## config.mk

```make
export PLATFORM = sky130hd
export DESIGN_NAME = control_unit
export DESIGN_NICKNAME = d
export VERILOG_FILES = /design/src/rtl/riscv.sv /design/src/rtl/inst_decoder.sv /design/src/rtl/control_unit.sv
export SDC_FILE = /design/constraint.sdc
export NUM_CORES = 1
export LEC_CHECK = 0
export ABC_AREA = 0
export CORE_MARGIN = 5
export CORE_UTILIZATION = 35
export CTS_CLUSTER_SIZE = 14
export DETAILED_ROUTE_END_ITERATION = 8
export PLACE_DENSITY_LB_ADDON = 0.2
export SLEW_MARGIN = 20
export SYNTH_ARGS = -nofsm -noshare
export SYNTH_HDL_FRONTEND = slang
export SYNTH_SLANG_ARGS = --single-unit
```

## constraint.sdc

```tcl
create_clock -name ck -period 4.3 [get_ports ck]
set_clock_uncertainty 0.05 [all_clocks]
set_input_delay 0.86 -clock ck [delete_from_list [all_inputs] [get_ports ck]]
set_output_delay 0.86 -clock ck [all_outputs]
set_load 0.01 [all_outputs]
```

## src/rtl/riscv.sv

```systemverilog
// Package riscv: shared types for the MIPS-subset control path.
//   inst_type        -- decoded instruction class (6-bit enum)
//   microinstruction -- per-cycle datapath control word
//   state_t          -- control FSM state encoding
//   uses_imm / is_md -- classification helpers used by the FSM
package riscv;

    typedef enum logic [5:0] {
        NOP, invalid_instruction,
        SSLL, SSRL, SSRA, SLLV, SRLV, SRAV, JR, JALR, MFHI, MFLO,
        MULTU, DIVU, ADDU, SUBU, AAND, OOR, XXOR, NNOR, SLT, SLTU,
        J, JAL, BEQ, BNE, BLEZ, BGEZ,
        ADDI, SLTI, SLTIU, ANDI, ORI, XORI, LUI,
        LW, LBU, SB, SW
    } inst_type;

    typedef struct packed {
        logic CY1;
        logic CY2;
        logic walu;
        logic i;
        logic rst_md;
        logic whilo;
        logic wpc;
        logic wmdr;
        logic ce;
        logic rw;
        logic wreg;
        logic bw;
    } microinstruction;

    // Encodings are fixed so waveform/debug tooling can rely on them.
    typedef enum logic [2:0] {
        SIDLE  = 3'd0,
        SFETCH = 3'd1,
        SREG   = 3'd2,
        SALU   = 3'd3,
        WBK    = 3'd4,
        SLD    = 3'd5,
        SST    = 3'd6,
        SSALTA = 3'd7
    } state_t;

    // Instructions whose ALU second operand is the immediate field.
    function automatic logic uses_imm(input inst_type t);
        return t inside {ADDI, ANDI, ORI, XORI, SLTI, SLTIU, LUI, LW, LBU, SW, SB};
    endfunction

    // Multi-cycle multiply/divide instructions.
    function automatic logic is_md(input inst_type t);
        return t inside {MULTU, DIVU};
    endfunction

endpackage

```

## src/rtl/inst_decoder.sv

```systemverilog
// inst_decoder: purely combinational instruction decode.
//   ir   (in, 32)         instruction word
//   inst (out, inst_type) decoded class; invalid_instruction if unrecognised
module inst_decoder
    import riscv::*;
(
    input  logic [31:0] ir,
    output inst_type    inst
);

    always_comb begin
        inst = invalid_instruction;
        if (ir == 32'h0) begin
            // All-zero word is the canonical NOP, even though it aliases SLL.
            inst = NOP;
        end else begin
            case (ir[31:26])
                6'h00: begin
                    case (ir[5:0])
                        6'h00:   inst = SSLL;
                        6'h02:   inst = SSRL;
                        6'h03:   inst = SSRA;
                        6'h04:   inst = SLLV;
                        6'h06:   inst = SRLV;
                        6'h07:   inst = SRAV;
                        6'h08:   inst = JR;
                        6'h09:   inst = JALR;
                        6'h10:   inst = MFHI;
                        6'h12:   inst = MFLO;
                        6'h19:   inst = MULTU;
                        6'h1B:   inst = DIVU;
                        6'h21:   inst = ADDU;
                        6'h23:   inst = SUBU;
                        6'h24:   inst = AAND;
                        6'h25:   inst = OOR;
                        6'h26:   inst = XXOR;
                        6'h27:   inst = NNOR;
                        6'h2A:   inst = SLT;
                        6'h2B:   inst = SLTU;
                        default: inst = invalid_instruction;
                    endcase
                end
                // REGIMM group: only BGEZ (rt = 1) is supported.
                6'h01:   inst = (ir[20:16] == 5'h01) ? BGEZ : invalid_instruction;
                6'h02:   inst = J;
                6'h03:   inst = JAL;
                6'h04:   inst = BEQ;
                6'h05:   inst = BNE;
                6'h06:   inst = BLEZ;
                6'h08:   inst = ADDI;
                6'h09:   inst = ADDI;   // ADDIU shares the ADDI datapath
                6'h0A:   inst = SLTI;
                6'h0B:   inst = SLTIU;
                6'h0C:   inst = ANDI;
                6'h0D:   inst = ORI;
                6'h0E:   inst = XORI;
                6'h0F:   inst = LUI;
                6'h23:   inst = LW;
                6'h24:   inst = LBU;
                6'h28:   inst = SB;
                6'h2B:   inst = SW;
                default: inst = invalid_instruction;
            endcase
        end
    end

endmodule

```

## src/rtl/control_unit.sv

```systemverilog
// control_unit: multi-cycle control FSM for the MIPS-subset datapath.
//   ck, rst          clock / synchronous active-high reset
//   ir (32)          instruction word, stable from end of SFETCH to next SFETCH
//   end_mul, end_div multiplier / divider done pulses
//   inst             decoded instruction
//   uins             per-cycle datapath control word
//   md_timeout       sticky: a MULTU/DIVU wait hit MD_MAX_CYCLES
//   dbg_state        current FSM state, for observation only
module control_unit
    import riscv::*;
#(
    parameter int MD_MAX_CYCLES = 40
) (
    input  logic            ck,
    input  logic            rst,
    input  logic [31:0]     ir,
    input  logic            end_mul,
    input  logic            end_div,
    output inst_type        inst,
    output microinstruction uins,
    output logic            md_timeout,
    output state_t          dbg_state
);

    localparam int CW = $clog2(MD_MAX_CYCLES + 1);

    state_t          r_state;
    state_t          w_next;
    logic [CW-1:0]   r_md_cnt;     // SALU cycles already completed in this MD wait
    logic [CW-1:0]   w_md_cycle;   // 1-based index of the current SALU cycle
    logic            r_md_timeout;
    logic            w_md_wait;
    logic            w_md_done;
    logic            w_md_expire;
    microinstruction w_uins;

    inst_decoder u_dec (
        .ir   (ir),
        .inst (inst)
    );

    assign w_md_wait   = (r_state == SALU) && is_md(inst);
    assign w_md_cycle  = r_md_cnt + CW'(1);
    // Only the done flag matching the instruction counts.
    assign w_md_done   = (inst == MULTU && end_mul) || (inst == DIVU && end_div);
    // Done wins over expiry when both land in the last allowed cycle.
    assign w_md_expire = !w_md_done && (w_md_cycle == CW'(MD_MAX_CYCLES));

    always_ff @(posedge ck) begin
        if (rst) begin
            r_state      <= SIDLE;
            r_md_cnt     <= '0;
            r_md_timeout <= 1'b0;
        end else begin
            r_state <= w_next;
            if (w_md_wait && !w_md_done && !w_md_expire) begin
                r_md_cnt <= w_md_cycle;
            end else begin
                r_md_cnt <= '0;
            end
            if (w_md_wait && w_md_expire) begin
                r_md_timeout <= 1'b1;
            end
        end
    end

    always_comb begin
        w_next = r_state;
        case (r_state)
            SIDLE:  w_next = SFETCH;
            SFETCH: w_next = SREG;
            SREG:   w_next = (inst == NOP || inst == invalid_instruction) ? SFETCH : SALU;
            SALU: begin
                if (inst inside {LW, LBU})                        w_next = SLD;
                else if (inst inside {SW, SB})                    w_next = SST;
                else if (inst inside {BEQ, BNE, BLEZ, BGEZ, J, JR}) w_next = SSALTA;
                else if (is_md(inst))                             w_next = (w_md_done || w_md_expire) ? SFETCH : SALU;
                else                                              w_next = WBK;
            end
            SLD:    w_next = WBK;
            WBK:    w_next = SFETCH;
            SST:    w_next = SFETCH;
            SSALTA: w_next = SFETCH;
            default: w_next = SIDLE;
        endcase
    end

    always_comb begin
        w_uins = '0;
        case (r_state)
            SFETCH: begin
                w_uins.CY1 = 1'b1;
                w_uins.ce  = 1'b1;
                w_uins.rw  = 1'b1;
            end
            SREG: w_uins.CY2 = 1'b1;
            SALU: begin
                w_uins.walu = 1'b1;
                w_uins.i    = uses_imm(inst);
                if (is_md(inst)) begin
                    w_uins.rst_md = (r_md_cnt == '0);
                    if (w_md_done) begin
                        w_uins.whilo = 1'b1;
                        w_uins.wpc   = 1'b1;
                    end else if (w_md_expire) begin
                        w_uins.wpc   = 1'b1;
                    end
                end
            end
            SLD: begin
                w_uins.wmdr = 1'b1;
                w_uins.ce   = 1'b1;
                w_uins.rw   = 1'b1;
            end
            WBK: begin
                w_uins.wreg = 1'b1;
                w_uins.wpc  = 1'b1;
            end
            SST: begin
                w_uins.ce  = 1'b1;
                w_uins.wpc = 1'b1;
                w_uins.bw  = (inst == SW);
            end
            SSALTA: w_uins.wpc = 1'b1;
            default: w_uins = '0;
        endcase
    end

    assign uins       = w_uins;
    assign md_timeout = r_md_timeout;
    assign dbg_state  = r_state;

endmodule

```

After elaboration in Yosys (flattened, before gate mapping)
Memories as Yosys holds them, arrays and structs flattened.
Index checks and enable logic that the tools add are counted.
Operators by class
  $add $sub $neg: 1
  $mul: 0
  div/mod/pow operators: 0
  order comparisons: 0
  eq/ne operators: 47
  shift-type cells: 0
  multiplexer cells: 23
  bitwise operators: 1
  reductions and logical operators: 28
Operator list (number)
  $pmux W6 S18: 1
  $eq A6 B6 Y1 const B: 12
  $eq A6 B4 Y1 const B: 11
  $eq A6 B5 Y1 const B: 9
  $logic_not A32 Y1: 1
  $eq A6 B3 Y1 const B: 3
  $logic_not A6 Y1: 3
  $mux W3: 5
  $pmux W3 S5: 1
  $eq A3 B3 Y1 const B: 4
  $eq A6 B1 Y1 const B: 2
  $eq A6 B2 Y1 const B: 2
  $reduce_bool A11 Y1: 1
  $mux W1: 10
  $logic_and A1 B1 Y1: 7
  $add A6 B1 Y6 const B: 1
  $eq A3 B2 Y1 const B: 2
  $mux W6: 1
  $reduce_bool A2 Y1: 3
  $reduce_bool A6 Y1: 1
  $reduce_or A2 Y1: 3
  $reduce_or A3 Y1: 2
  $eq A5 B1 Y1 const B: 1
  $mux W5: 1
  other kinds (9): 13
Storage, ports and cells
  register bits: 10
  latch bits: 0
  memory bits (writable): 0
  memory bits (read-only): 320
  input bits: 36
  output and inout port bits: 22
  logic and storage cells: 104
  memories kept: 1
Memory list
  (name not given): depth 64, bits a word 5, rd ports 1, clocked after memory_dff 0, wr ports 0, line inst_decoder.sv:19  | case (ir[5:0])

Logic depth before layout (Yosys ltp)
  depth after elaboration: 16
  depth in mapped cells: 12
  gate-level depth less buffers: 11

Hierarchy
From an unflattened synthesis, not the netlist that was laid out.
Unflattened totals
  cell total of the unflattened synthesis: 211
  area total of the unflattened synthesis: 1480.2 um^2
By module, submodules not included
  control_unit: instances 1, cells an instance 100, area an instance 784.5 um^2, sequential area each 200.2 um^2
  inst_decoder: instances 1, cells an instance 111, area an instance 695.7 um^2, sequential area each 0.0 um^2

Worst setup path before layout
No wires, ideal clock.
  path type: input to output
  from: input ir[0]
  to: output uins[7] (netlist bit)
  arrival time: 2822 ps
  required time: 3390 ps
  slack: 568 ps
  stages: 10
  path buffers: 0
  path through: inv_1 > ha_1 > or2_2 > a31oi_1 > a221oi_1 > o311a_2 > nor2_4 > nand4bb_4 > nor2_2 > and3_1
RTL lines
  start: declaration: line control_unit.sv:16  | input logic [31:0] ir,
  end: declaration: line control_unit.sv:20  | output microinstruction uins,

Final worst setup path
  from: input ir[27]
  to: output inst[2]
Between the ends
  longest elaborated chain between the ends: 4
  elaborated cells between the ends (all ways): 23
  classes of those cells: eq/ne: 18; mux: 2; reduce/logical: 3
RTL lines
  $eq A6 B4 Y1: line inst_decoder.sv:17  | case (ir[31:26])
  $reduce_or A2 Y1 (no source line)
  $pmux W6 S18: line inst_decoder.sv:17
  $mux W6 (*): line inst_decoder.sv:13  | if (ir == 32'h0) begin
  end: declaration: line control_unit.sv:19  | output inst_type inst,
Mark *: on every way between the ends. The rest lies on a longest branch, timed or not.

==> impl_metrics.json <==
{
  "clock_sinks": 10,
  "cts_tree": "yes",
  "drtPass1Iterations": 4,
  "die_w_um": 76.3,
  "overflow": 0,
  "ys_ff_latch": 10,
  "slew_violations": 0,
  "switching_share": 0.320,
  "clk_latency_ns": 0.25,
  "synth_edf_count": 0,
  "start_util": 0.356,
  "required_ns": 3.39,
  "row_count": 24,
  "ys_seq_area_frac": 0.130,
  "antenna_cells": 0,
  "die_y_um": 76.3,
  "setup_tns_ns": 0,
  "path_max_fanout": 4,
  "end_kind": "primary output",
  "yosys.area.top_type": "dfxtp_1",
  "num_io_pins": 58,
  "post_synth_instance_area_mm2": 0.00154,
  "synth_cells": 209,
  "synth_cell_types": 62,
  "hold_path.class": "flop to flop",
  "cts-htree-levels": 1,
  "synthArstFlopShare": 0,
  "rsz0062_at_grt": "false",
  "yosysWarningCount": 0,
  "p_leak_nw": 1.18,
  "critical_path_class": "input port to primary output",
  "numCtsBuffers": 3,
  "drive_above_1_share": 0.338,
  "status": "completed",
  "clockBufferDepth": 2,
  "ant_nets": 0,
  "switchingPower_w": 0.000141,
  "synth-main-ff-cell": "dfxtp_1",
  "synthTopCellsByArea": "dfxtp_1, nor2_1, a21oi_1, mux2i_1, ha_1",
  "finalCritPeriodShare": 0.964,
  "setup_viol": 0,
  "worst_pin_slew_ns": 0.387,
  "hold_violations": 0,
  "p_per_area_mw_per_mm2": 162,
  "maxSlewHeadroom": 0.738,
  "synth_top_area_frac": 0.130,
  "cts_root_buffer": "clkbuf_8",
  "cts.clk_slew.worst_paths_ns": 0.05,
  "viasPerCell": 5.21,
  "final_cell_mix": "buf_4, clkdlybuf4s50_1, nor2_1",
  "p_seq_frac": 0.228,
  "antenna_found_initial": 0,
  "hpwl_mm": 4.15,
  "gp_congestion": 0.829,
  "fmax_mhz": 241,
  "power_frac_comb": 0.490,
  "wl_per_cell_um": 13.8,
  "placed_cell_area_mm2": 0.00256,
  "crit_arrival_ns": 3.24,
  "p_clk_frac": 0.282,
  "die_area_mm2": 0.00582,
  "final_common_cell": "buf_4",
  "grt_pass1_vias": 1993,
  "syn_nets": 250,
  "syn_to_final_growth_pct": 77.2,
  "syn_avg_cell_area_um2": 7.36,
  "holdCritStartpoint": "r_md_cnt[0]$_SDFF_PP0_",
  "grt_max_degree": 13,
  "reg2reg_from": "r_md_cnt[2]$_SDFF_PP0_",
  "layout.nets": 367,
  "p_int_w": 0.000300,
  "fin_crit_ns": 4.15,
  "grt_pass1_wl_mm": 8.96,
  "cap_violations": 0,
  "reg2reg_slack_ns": 2.52,
  "drcViolationCount": 0,
  "fp.coreArea_mm2": 0.00432,
  "worstSetupStartpointType": "input port",
  "gr-usage-all-layers": 0.177,
  "vias": 1966,
  "hold_buffers": 0,
  "ir_drop_mv": 0.113,
  "startpoint": "ir[27]",
  "port_buffers": 57,
  "dpl.cell_count": 367,
  "drtIter0Drc": 70,
  "layout.cells.non_filler": 377,
  "stdcell_area_mm2": 0.00273,
  "wl_mm": 5.20
}
[power groups by stage]
stage                     clock network [W]  registers [W]  logic (W)
final                              0.000124       0.000101   0.000216
after global routing               0.000132       0.000102   0.000233
after CTS                          0.000128       0.000101   0.000212
after detailed placement                  0       0.000103   0.000206
after global placement                    0       0.000103   0.000204
after floorplan                           0       0.000103  0.0000880
[final timing paths]
check,endpoint,cells after the start
worst max register to register,dbg_state[1]$_SDFF_PP0_,7
worst min-delay path,r_md_cnt[0]$_SDFF_PP0_,1
worst min register to register,r_md_cnt[0]$_SDFF_PP0_,1
worst max-delay path,inst[2],9
[stage by stage]
stage	total power [W]	setup WS, ns	util	hold slack, ns
2_1_floorplan	0.000191	0.568	-	0.380
3_3_place_gp	0.000307	-0.390	0.592	0.400
3_5_place_dp	0.000309	-0.434	0.592	0.406
4_1_cts	0.000441	0.0208	0.622	0.420
5_1_grt	0.000467	0.00709	0.631	0.463
6_report	0.000441	0.155	0.631	0.413
[synthesized netlist by cell type (3+ instances only)]
master and number:
nor2_1 22, nand3b_1 4, a21oi_1 14, nor4_1 6, nor2b_1 5, nand4_1 3, inv_1 15, and2_1 3
nor3_1 3, nand3_1 7, buf_2 4, nand2b_1 5, a31oi_1 5, or2_2 6, ha_1 5, clkbuf_1 4
dfxtp_1 10, nor3b_1 3, mux2i_1 7, o21ai_0 11, o31ai_1 3, nand2_1 11
[critical path, stage by stage]
cell and delay [ns]:
clkdlybuf4s50_1 0.46, buf_4 0.17, or2_2 0.33, o32ai_1 0.34, a31oi_1 0.10, or2_1 0.24, inv_1 0.10, buf_4 0.11
clkdlybuf4s50_1 0.52
[logic make-up (layout without fill, tap and decap cells)]
logic type / Yosys count / count (layout) / share of synthesized area
compound gates: 59 / 59 / 0.287
mux: 9 / 9 / 0.0626
buf+inv: 27 / 143 / 0.0837
xor+xnor: 4 / 4 / 0.0228
fa+ha+maj: 5 / 5 / 0.0407
simple gates: 95 / 95 / 0.373
flops: 10 / 10 / 0.130
[final cells by class]
cell class                      count  area (µm²)
Multi-Input combinational cell    172        1280
Sequential cell                    10         200
Timing Repair Buffer              124        1070
Tap cell                           52        65.1
Inverter                           15        56.3
Clock buffer                        4        55.1
Fill cell                         402        1600
[metal layers]
layer | share of wire | wire length [µm] | global-route usage | up-vias
li1 | - | - | - | 1014
met1 | 0.44 | 2280 | 0.209 | 911
met2 | 0.51 | 2680 | 0.329 | 33
met3 | 0.034 | 175 | 0.0307 | 8
met4 | 0.011 | 59 | 0.0367 | 0
met5 | 0 | 0 | 0 | -
[sequential cells by signal, summed over array words and instances (netlist names)]
name        flops
md_timeout      1
dbg_state       3
r_md_cnt        6
[timing repair]
| item | 4_1_cts | 5_1_grt |
|---|---|---|
| resized for setup | 26 | 13 |
| setup endpoints to repair | 7 | 6 |
| cloned | 0 | 0 |
| buffers inserted | 5 | 1 |
| pin swaps | 6 | 5 |
Note: power is estimated with default switching activity, not from simulation.
